[config.mk]
export PLATFORM = sky130hd
export DESIGN_NAME = vga_controlador_flat
export DESIGN_NICKNAME = d
export VERILOG_FILES = /design/src/rtl/vga_pkg.sv /design/src/rtl/vga_controlador_if.sv /design/src/rtl/vga_linha_atraso.sv /design/src/rtl/vga_controlador.sv /design/src/flat_wrapper.sv
export SDC_FILE = /design/constraint.sdc
export NUM_CORES = 1
export LEC_CHECK = 0
export ABC_AREA = 1
export ABC_CLOCK_PERIOD_IN_PS = 1730
export BUFFER_PORTS_ARGS = -buffer_cell sky130_fd_sc_hd__buf_2
export CAP_MARGIN = 20
export CORE_MARGIN = 2
export CORE_UTILIZATION = 30
export CTS_BUF_LIST = sky130_fd_sc_hd__clkbuf_8
export CTS_CLUSTER_SIZE = 28
export DETAILED_ROUTE_END_ITERATION = 16
export GPL_ROUTABILITY_DRIVEN = 0
export RECOVER_POWER = 100
export SLEW_MARGIN = 20
export SYNTH_ARGS = -nofsm -noshare
export SYNTH_HDL_FRONTEND = slang
export SYNTH_SLANG_ARGS = --single-unit
[constraint.sdc]
create_clock -name VGA_CLK -period 1.73 [get_ports VGA_CLK]
set_clock_uncertainty 0.2 [all_clocks]
set_input_delay 0.2595 -clock VGA_CLK [delete_from_list [all_inputs] [get_ports VGA_CLK]]
set_output_delay 0.2595 -clock VGA_CLK [all_outputs]
set_load 0.05 [all_outputs]
[src/rtl/vga_pkg.sv]
// -----------------------------------------------------------------------------
// vga_pkg
// Purpose : Shared timing constants for the 640x480@60 VGA controller.
//           The horizontal and vertical segment lengths appear in scan order
//           (sync, back porch, visible, front porch). The package also holds
//           the derived totals, the visible-region boundaries, the maximum
//           renderer latency, the packed type carried through the sync delay
//           line, and a helper that expands one colour bit to a full channel.
// Ports   : none (package)
// -----------------------------------------------------------------------------
package vga_pkg;

    localparam int unsigned H_SYNC      = 96;
    localparam int unsigned H_BACK      = 48;
    localparam int unsigned H_VISIBLE   = 640;
    localparam int unsigned H_FRONT     = 16;
    localparam int unsigned V_SYNC      = 2;
    localparam int unsigned V_BACK      = 33;
    localparam int unsigned V_VISIBLE   = 480;
    localparam int unsigned V_FRONT     = 10;

    localparam int unsigned H_TOTAL     = H_SYNC + H_BACK + H_VISIBLE + H_FRONT;  // 800
    localparam int unsigned V_TOTAL     = V_SYNC + V_BACK + V_VISIBLE + V_FRONT;  // 525

    localparam int unsigned H_VIS_START = H_SYNC + H_BACK;                        // 144
    localparam int unsigned H_VIS_END   = H_VIS_START + H_VISIBLE;                // 784
    localparam int unsigned V_VIS_START = V_SYNC + V_BACK;                        // 35
    localparam int unsigned V_VIS_END   = V_VIS_START + V_VISIBLE;                // 515

    localparam int unsigned DEPTH_MAX   = 4;
    localparam int unsigned CNT_W       = 10;

    // Timing bits carried through the delay line (hs/vs are active low)
    typedef struct packed {
        logic hs;
        logic vs;
        logic vis;
    } vga_tim_t;

    localparam vga_tim_t TIM_IDLE = '{hs: 1'b1, vs: 1'b1, vis: 1'b0};

    // Expand a single colour bit to a full-scale 8-bit channel
    function automatic logic [7:0] bar_level(input logic bit_v);
        if (bit_v) begin
            return 8'hFF;
        end else begin
            return 8'h00;
        end
    endfunction

endpackage

[src/rtl/vga_controlador_if.sv]
// -----------------------------------------------------------------------------
// vga_controlador_if
// Purpose : Bundles the renderer/DAC side of the VGA controller.
//   VGA_X, VGA_Y               scan coordinates published to the renderer
//   pix_r, pix_g, pix_b        renderer colour returned PIPE_DELAY cycles later
//   VGA_HS, VGA_VS             active-low syncs aligned to the colour
//   VGA_BLANK_N, VGA_SYNC_N    DAC blanking (high when visible) and sync-on-green (0)
//   VGA_R, VGA_G, VGA_B        registered DAC colour
// Modports: master = controller, slave = renderer / DAC consumer.
// -----------------------------------------------------------------------------
interface vga_controlador_if;

    logic [9:0] VGA_X;
    logic [9:0] VGA_Y;
    logic [7:0] pix_r;
    logic [7:0] pix_g;
    logic [7:0] pix_b;
    logic       VGA_HS;
    logic       VGA_VS;
    logic       VGA_BLANK_N;
    logic       VGA_SYNC_N;
    logic [7:0] VGA_R;
    logic [7:0] VGA_G;
    logic [7:0] VGA_B;

    modport master (
        output VGA_X, VGA_Y, VGA_HS, VGA_VS, VGA_BLANK_N, VGA_SYNC_N,
        output VGA_R, VGA_G, VGA_B,
        input  pix_r, pix_g, pix_b
    );

    modport slave (
        input  VGA_X, VGA_Y, VGA_HS, VGA_VS, VGA_BLANK_N, VGA_SYNC_N,
        input  VGA_R, VGA_G, VGA_B,
        output pix_r, pix_g, pix_b
    );

endinterface

[src/rtl/vga_linha_atraso.sv]
// -----------------------------------------------------------------------------
// vga_linha_atraso
// Purpose : WIDTH x DEPTH shift register with a synchronous active-low reset
//           that loads every stage with RST_VAL.
// Ports   :
//   i_clk    clock
//   i_rst_n  synchronous reset, active low
//   i_d      data in
//   o_q      data out, DEPTH cycles after i_d
// -----------------------------------------------------------------------------
module vga_linha_atraso #(
    parameter int unsigned       WIDTH   = 3,
    parameter int unsigned       DEPTH   = 1,
    parameter logic [WIDTH-1:0]  RST_VAL = '0
) (
    input  logic             i_clk,
    input  logic             i_rst_n,
    input  logic [WIDTH-1:0] i_d,
    output logic [WIDTH-1:0] o_q
);

    logic [WIDTH-1:0] r_stage [DEPTH];

    // Shift chain; reset flushes every stage to the inactive value
    always_ff @(posedge i_clk) begin
        if (!i_rst_n) begin
            for (int i = 0; i < int'(DEPTH); i++) begin
                r_stage[i] <= RST_VAL;
            end
        end else begin
            r_stage[0] <= i_d;
            for (int i = 1; i < int'(DEPTH); i++) begin
                r_stage[i] <= r_stage[i-1];
            end
        end
    end

    assign o_q = r_stage[DEPTH-1];

endmodule

[src/rtl/vga_controlador.sv]
// -----------------------------------------------------------------------------
// vga_controlador
// Purpose : VGA timing generator. Free-running H/V counters publish the raw
//           scan coordinate; HS/VS/BLANK_N are decoded from it, delayed to
//           match the renderer latency and registered together with the
//           returned colour. frame_start/line_start are direct counter decodes.
// Ports   :
//   VGA_CLK      pixel clock
//   reset        synchronous, active-low reset
//   test_mode    (only with VGA_TEST_PATTERN_EN) replace pix_* with colour bars
//   vga          vga_controlador_if.master (coordinates, pix_*, DAC pins)
//   frame_start  high while the scan sits at (0,0)
//   line_start   high while X==0
// Config  : VGA_TEST_PATTERN_EN adds test_mode and the 8-bar pattern generator.
// -----------------------------------------------------------------------------
module vga_controlador
    import vga_pkg::*;
#(
    parameter int unsigned PIPE_DELAY  = 1,
    parameter int unsigned P_H_SYNC    = H_SYNC,
    parameter int unsigned P_H_BACK    = H_BACK,
    parameter int unsigned P_H_VISIBLE = H_VISIBLE,
    parameter int unsigned P_H_FRONT   = H_FRONT,
    parameter int unsigned P_V_SYNC    = V_SYNC,
    parameter int unsigned P_V_BACK    = V_BACK,
    parameter int unsigned P_V_VISIBLE = V_VISIBLE,
    parameter int unsigned P_V_FRONT   = V_FRONT
) (
    input  logic              VGA_CLK,
    input  logic              reset,
`ifdef VGA_TEST_PATTERN_EN
    input  logic              test_mode,
`endif
    vga_controlador_if.master vga,
    output logic              frame_start,
    output logic              line_start
);

    // Renderer latency kept inside the supported 1..DEPTH_MAX range
    localparam int unsigned L_DEPTH = (PIPE_DELAY < 1) ? 1 :
                                      ((PIPE_DELAY > DEPTH_MAX) ? DEPTH_MAX : PIPE_DELAY);

    localparam logic [CNT_W-1:0] L_H_MAX = CNT_W'(P_H_SYNC + P_H_BACK + P_H_VISIBLE + P_H_FRONT - 1);
    localparam logic [CNT_W-1:0] L_V_MAX = CNT_W'(P_V_SYNC + P_V_BACK + P_V_VISIBLE + P_V_FRONT - 1);
    localparam logic [CNT_W-1:0] L_H_SE  = CNT_W'(P_H_SYNC);
    localparam logic [CNT_W-1:0] L_V_SE  = CNT_W'(P_V_SYNC);
    localparam logic [CNT_W-1:0] L_H_VS  = CNT_W'(P_H_SYNC + P_H_BACK);
    localparam logic [CNT_W-1:0] L_H_VE  = CNT_W'(P_H_SYNC + P_H_BACK + P_H_VISIBLE);
    localparam logic [CNT_W-1:0] L_V_VS  = CNT_W'(P_V_SYNC + P_V_BACK);
    localparam logic [CNT_W-1:0] L_V_VE  = CNT_W'(P_V_SYNC + P_V_BACK + P_V_VISIBLE);

    logic [CNT_W-1:0] r_h;
    logic [CNT_W-1:0] r_v;
    logic             r_run;
    vga_tim_t         w_raw;
    vga_tim_t         w_dly;
    logic [7:0]       w_r;
    logic [7:0]       w_g;
    logic [7:0]       w_b;
    logic             r_hs;
    logic             r_vs;
    logic             r_blank_n;
    logic [7:0]       r_r;
    logic [7:0]       r_g;
    logic [7:0]       r_b;

    // Scan counters. r_run is clear while in reset, so the first edge after
    // release parks on (0,0) with the pulses live instead of skipping it.
    always_ff @(posedge VGA_CLK) begin
        if (!reset) begin
            r_h   <= 10'd0;
            r_v   <= 10'd0;
            r_run <= 1'b0;
        end else if (!r_run) begin
            r_h   <= 10'd0;
            r_v   <= 10'd0;
            r_run <= 1'b1;
        end else if (r_h == L_H_MAX) begin
            r_h <= 10'd0;
            if (r_v == L_V_MAX) begin
                r_v <= 10'd0;
            end else begin
                r_v <= r_v + 10'd1;
            end
        end else begin
            r_h <= r_h + 10'd1;
        end
    end

    // Region decode of the current coordinate; idle values while held in reset
    always_comb begin
        w_raw = TIM_IDLE;
        if (r_run) begin
            w_raw.hs  = (r_h >= L_H_SE);
            w_raw.vs  = (r_v >= L_V_SE);
            w_raw.vis = (r_h >= L_H_VS) && (r_h < L_H_VE) && (r_v >= L_V_VS) && (r_v < L_V_VE);
        end else begin
            w_raw = TIM_IDLE;
        end
    end

    vga_linha_atraso #(
        .WIDTH   (3),
        .DEPTH   (L_DEPTH),
        .RST_VAL (TIM_IDLE)
    ) u_tim_dly (
        .i_clk   (VGA_CLK),
        .i_rst_n (reset),
        .i_d     (w_raw),
        .o_q     (w_dly)
    );

`ifdef VGA_TEST_PATTERN_EN
    localparam logic [CNT_W-1:0] L_BAR_W = CNT_W'(P_H_VISIBLE / 8);

    logic [CNT_W-1:0] w_x_dly;
    logic [CNT_W-1:0] w_bar_q;

    // X travels alongside the timing bits so the bar index matches the slot
    vga_linha_atraso #(
        .WIDTH   (CNT_W),
        .DEPTH   (L_DEPTH),
        .RST_VAL (10'd0)
    ) u_x_dly (
        .i_clk   (VGA_CLK),
        .i_rst_n (reset),
        .i_d     (r_h),
        .o_q     (w_x_dly)
    );

    assign w_bar_q = (w_x_dly - L_H_VS) / L_BAR_W;

    // Bar pattern or renderer colour; out-of-range indices are blanked later
    always_comb begin
        w_r = vga.pix_r;
        w_g = vga.pix_g;
        w_b = vga.pix_b;
        if (test_mode) begin
            w_r = bar_level(w_bar_q[2]);
            w_g = bar_level(w_bar_q[1]);
            w_b = bar_level(w_bar_q[0]);
        end else begin
            w_r = vga.pix_r;
            w_g = vga.pix_g;
            w_b = vga.pix_b;
        end
    end
`else
    // Renderer colour passes straight to the output register
    always_comb begin
        w_r = vga.pix_r;
        w_g = vga.pix_g;
        w_b = vga.pix_b;
    end
`endif

    // Output register: delayed syncs and blank-gated colour leave together
    always_ff @(posedge VGA_CLK) begin
        if (!reset) begin
            r_hs      <= 1'b1;
            r_vs      <= 1'b1;
            r_blank_n <= 1'b0;
            r_r       <= 8'h00;
            r_g       <= 8'h00;
            r_b       <= 8'h00;
        end else begin
            r_hs      <= w_dly.hs;
            r_vs      <= w_dly.vs;
            r_blank_n <= w_dly.vis;
            r_r       <= w_dly.vis ? w_r : 8'h00;
            r_g       <= w_dly.vis ? w_g : 8'h00;
            r_b       <= w_dly.vis ? w_b : 8'h00;
        end
    end

    assign vga.VGA_X       = r_h;
    assign vga.VGA_Y       = r_v;
    assign vga.VGA_HS      = r_hs;
    assign vga.VGA_VS      = r_vs;
    assign vga.VGA_BLANK_N = r_blank_n;
    assign vga.VGA_SYNC_N  = 1'b0;
    assign vga.VGA_R       = r_r;
    assign vga.VGA_G       = r_g;
    assign vga.VGA_B       = r_b;

    assign line_start  = r_run && (r_h == 10'd0);
    assign frame_start = r_run && (r_h == 10'd0) && (r_v == 10'd0);

endmodule
[src/flat_wrapper.sv]
// flat-port wrapper written by rule: the top's interface ports become plain ports
module vga_controlador_flat import vga_pkg::*;
#(
    parameter int unsigned PIPE_DELAY  = 1,
    parameter int unsigned P_H_SYNC    = H_SYNC,
    parameter int unsigned P_H_BACK    = H_BACK,
    parameter int unsigned P_H_VISIBLE = H_VISIBLE,
    parameter int unsigned P_H_FRONT   = H_FRONT,
    parameter int unsigned P_V_SYNC    = V_SYNC,
    parameter int unsigned P_V_BACK    = V_BACK,
    parameter int unsigned P_V_VISIBLE = V_VISIBLE,
    parameter int unsigned P_V_FRONT   = V_FRONT
)
  (VGA_CLK, reset, frame_start, line_start, vga_VGA_X, vga_VGA_Y, vga_VGA_HS, vga_VGA_VS, vga_VGA_BLANK_N, vga_VGA_SYNC_N, vga_VGA_R, vga_VGA_G, vga_VGA_B, vga_pix_r, vga_pix_g, vga_pix_b);
  vga_controlador_if vga_i ();
  input  logic VGA_CLK;
  input  logic reset;
  output logic frame_start;
  output logic line_start;
  output wire logic [$bits(vga_i.VGA_X)-1:0] vga_VGA_X;
  output wire logic [$bits(vga_i.VGA_Y)-1:0] vga_VGA_Y;
  output wire logic [$bits(vga_i.VGA_HS)-1:0] vga_VGA_HS;
  output wire logic [$bits(vga_i.VGA_VS)-1:0] vga_VGA_VS;
  output wire logic [$bits(vga_i.VGA_BLANK_N)-1:0] vga_VGA_BLANK_N;
  output wire logic [$bits(vga_i.VGA_SYNC_N)-1:0] vga_VGA_SYNC_N;
  output wire logic [$bits(vga_i.VGA_R)-1:0] vga_VGA_R;
  output wire logic [$bits(vga_i.VGA_G)-1:0] vga_VGA_G;
  output wire logic [$bits(vga_i.VGA_B)-1:0] vga_VGA_B;
  input wire logic [$bits(vga_i.pix_r)-1:0] vga_pix_r;
  input wire logic [$bits(vga_i.pix_g)-1:0] vga_pix_g;
  input wire logic [$bits(vga_i.pix_b)-1:0] vga_pix_b;
  assign vga_VGA_X = vga_i.VGA_X;
  assign vga_VGA_Y = vga_i.VGA_Y;
  assign vga_VGA_HS = vga_i.VGA_HS;
  assign vga_VGA_VS = vga_i.VGA_VS;
  assign vga_VGA_BLANK_N = vga_i.VGA_BLANK_N;
  assign vga_VGA_SYNC_N = vga_i.VGA_SYNC_N;
  assign vga_VGA_R = vga_i.VGA_R;
  assign vga_VGA_G = vga_i.VGA_G;
  assign vga_VGA_B = vga_i.VGA_B;
  assign vga_i.pix_r = vga_pix_r;
  assign vga_i.pix_g = vga_pix_g;
  assign vga_i.pix_b = vga_pix_b;
  vga_controlador #(.PIPE_DELAY(PIPE_DELAY), .P_H_SYNC(P_H_SYNC), .P_H_BACK(P_H_BACK), .P_H_VISIBLE(P_H_VISIBLE), .P_H_FRONT(P_H_FRONT), .P_V_SYNC(P_V_SYNC), .P_V_BACK(P_V_BACK), .P_V_VISIBLE(P_V_VISIBLE), .P_V_FRONT(P_V_FRONT)) u_core (.VGA_CLK(VGA_CLK), .reset(reset), .vga(vga_i), .frame_start(frame_start), .line_start(line_start));
endmodule
==> out/qor.yml <==
critical_path:
  cp_cell_sequence: "nor2_4 -> nand2_2 -> nor3_4 -> nand3_4 -> nor2_4 -> buf_8"
  cp_slowest_cell: "dfxtp_4"
  arrival_ns: 1.46
  cp_common_cell: "nor2_4"
  path_class: "flop to primary output"
  critical-path-max-stage-delay_ns: 0.36
  startpoint: "u_core.vga.VGA_X[6]"
  crit_path_end_kind: "primary output"
  reg2reg_from: "u_core.vga.VGA_X[1]"
  cp.required_ns: 1.27
  crit_fanout: 2
  start_kind: "flop"
global_route:
  grt_pass1_vias: 1901
  grt_max_degree: 26
  grt_pass1_wl_um: 8380
  antenna_found_initial: 0
  grt_overflow: 0
  grt_usage_pct: 14.0
placed_design:
  dp_slack_ns: -0.0542
  dp.cells: 458
  portBuffers: 74
  dpl_cell_area_um2: 2750
  dp_hpwl_um: 3660
floorplan:
  initial_core_util_pct: 30.8
  core-area_um2: 6720
  ios: 76
  row_count: 30
  die-area_um2: 7580
  die_w_um: 87.1
  dieHeight_um: 87.1
synthesis:
  yosysWarnings: 0
  synth_area_um2: 2070
  ys_ff_latch: 51
  synth_cells: 283
  synth.yosys.seq_area_share_pct: 49.3
  synthDistinctLibCells: 26
  avgSynthCellArea_um2: 7.31
  synth_fp_nets: 314
clock_tree:
  numCtsBuffers: 5
  cts.clk_slew.worst_paths_ns: 0.10
  clockRootBuffer: "clkbuf_8"
  cts_tree: "built"
  clk_latency_ns: 0.31
  htreeDepth: 2
  cts_buffer_depth: 2
  clock_sinks: 51
detailed_routing:
  first_pass_iters: 4
  wl_um: 5810
  routed-via-count: 2169
  wire_per_inst_um: 11.6
  drt-initial-drc-count: 66
  drc_errors: 0
  ant_nets: 0
  via_per_inst: 4.34
sta:
  finalSetupViolations: 20
  post-route-period-util_pct: 111
  fin_ws_ns: -0.194
  totalNegativeSetupSlack_ns: -1.22
  worst_pin_slew_ns: 0.631
  period_needed_ns: 1.92
  rsz0062_at_grt: "yes"
  max_clock_freq_mhz: 520
  final_max_slew_viol_count: 0
  hold_violations: 0
  max_slew_margin_pct: 58.1
layout:
  n_antenna_cell: 0
  post-route-cell-area_um2: 3420
  final_nets: 450
  drive_gt1_share_pct: 36.7
  layout.cells.non_filler: 500
  area_delta_synth_final_pct: 65.2
  fillCellCount: 684
  layout_common_cells: "nor2_1, inv_1, nand2_1"
  layout_commonest_cell: "nor2_1"
status:
  status: "finished with violations"
  violations: "negative setup slack"
pwr:
  combPwrFrac_pct: 10.4
  pwr-share-seq_pct: 56.6
  p_clk_share_pct: 33.1
  power_density_nw_per_um2: 609
  internal-power_mw: 1.57
  p_total_mw: 2.08
  p_switching_uw: 517
  sw_frac_of_total_pct: 24.8
  vdd_ir_drop_max_v: 0.000305
  p_leak_nw: 1.56
flow_run:
  maxCapViolations: 0
hold_path:
  hp-class: "flop to flop"
  hold_path_startpoint: "u_core.u_tim_dly.r_stage[0][2]"
synthesized netlist by cell type:
cell	count	area share, %
nand2_2	2	0.60
nand3_1	21	5.1
ha_1	5	3.0
dfxtp_1	51	49
nand2_1	55	10
conb_1	1	0.18
buf_2	1	0.24
nor2_4	2	1.1
xor2_1	1	0.42
o21ai_1	1	0.24
clkbuf_1	2	0.36
inv_1	49	8.9
nor3_2	1	0.48
a21oi_1	12	2.9
nor3_1	5	1.2
or2_0	1	0.30
nand4_1	6	1.8
nor2_1	55	10
o21ai_0	2	0.48
nor3b_2	1	0.60
inv_2	3	0.54
o211ai_1	1	0.36
buf_6	1	0.54
buf_4	2	0.73
nor2_2	1	0.30
nor4_1	1	0.30
area by class of cell:
| type | count | area, µm² | share of cell area, % |
|---|---|---|---|
| clock buffer | 5 | 68.8 | 2.01 |
| clock inverter | 3 | 18.8 | 0.549 |
| inverter | 52 | 201 | 5.89 |
| multi-input combinational | 175 | 1060 | 31.1 |
| sequential | 51 | 1050 | 30.7 |
| tap | 80 | 100 | 2.93 |
| timing repair buffer | 134 | 915 | 26.8 |
path summary, 6_finish.rpt:
check,endpoint,slack [ns],depth (start not counted)
setup / recovery,frame_start,-0.19,6
hold / removal,u_core.vga.VGA_HS,0.21,2
setup reg to reg,u_core.vga.VGA_X[2],-0.06,10
hold reg to reg,u_core.vga.VGA_HS,0.21,2
metrics by stage:
step	hold slack [ns]	util, %
6_report	0.207	50.9
5_1_grt	0.240	50.9
4_1_cts	0.216	47.1
3_5_place_dp	0.190	40.9
3_3_place_gp	0.192	40.9
2_1_floorplan	0.0872	-
worst max-delay path, delay by kind of cell, from the launching register on:
family / cells / cell delay (ns)
AND/OR/NAND/NOR: 5 / 0.65
flip-flops: 1 / 0.36
buffers and inverters: 1 / 0.15
registers in the layout, summed over array words and instances, names as in the netlist:
signal	count
u_core.r_run	1
u_core.u_tim_dly.r_stage	3
u_core.vga.VGA_B	8
u_core.vga.VGA_BLANK_N	1
u_core.vga.VGA_G	8
u_core.vga.VGA_HS	1
u_core.vga.VGA_R	8
u_core.vga.VGA_VS	1
u_core.vga.VGA_X	10
u_core.vga.VGA_Y	10
power groups by stage:
stage	Clock, mW	Combinational (mW)	Sequential [mW]
after CTS	0.733	0.184	1.18
after floorplan	0	0.0607	1.22
after detailed placement	0	0.123	1.21
after global routing	0.769	0.233	1.18
after global placement	0	0.123	1.20
final	0.688	0.216	1.18
repair_timing:
item                                    CTS  global route
hold buffers                             25             0
endpoints found under the hold margin    27             0
cloned                                    0             2
buffers inserted                          2             6
endpoints found under the setup margin    2            22
pin swaps                                 9            16
gates resized for setup                  18            53
routing by layer:
layer  routed length, µm  GRT usage (%)  part of all wire, %
met1                2430           17.5                   42
met2                3080           23.5                   53
met3                 238           3.70                  4.1
met4                  57           4.26                 0.98
met5                   0              0                    0
kinds of logic (layout without fill, tap and decap cells):
family | after synthesis | in the layout | share of synthesized area, %
and+or+nand+nor | 151 | 152 | 31.7
buffers and inverters | 58 | 194 | 11.3
DFF | 51 | 51 | 49.3
AOI/OAI and AO/OA | 16 | 16 | 3.99
adders and majority gates | 5 | 5 | 3.02
other | 1 | 1 | 0.181
xor gates and xnor gates | 1 | 1 | 0.423
(Power assumes the default switching activity.)
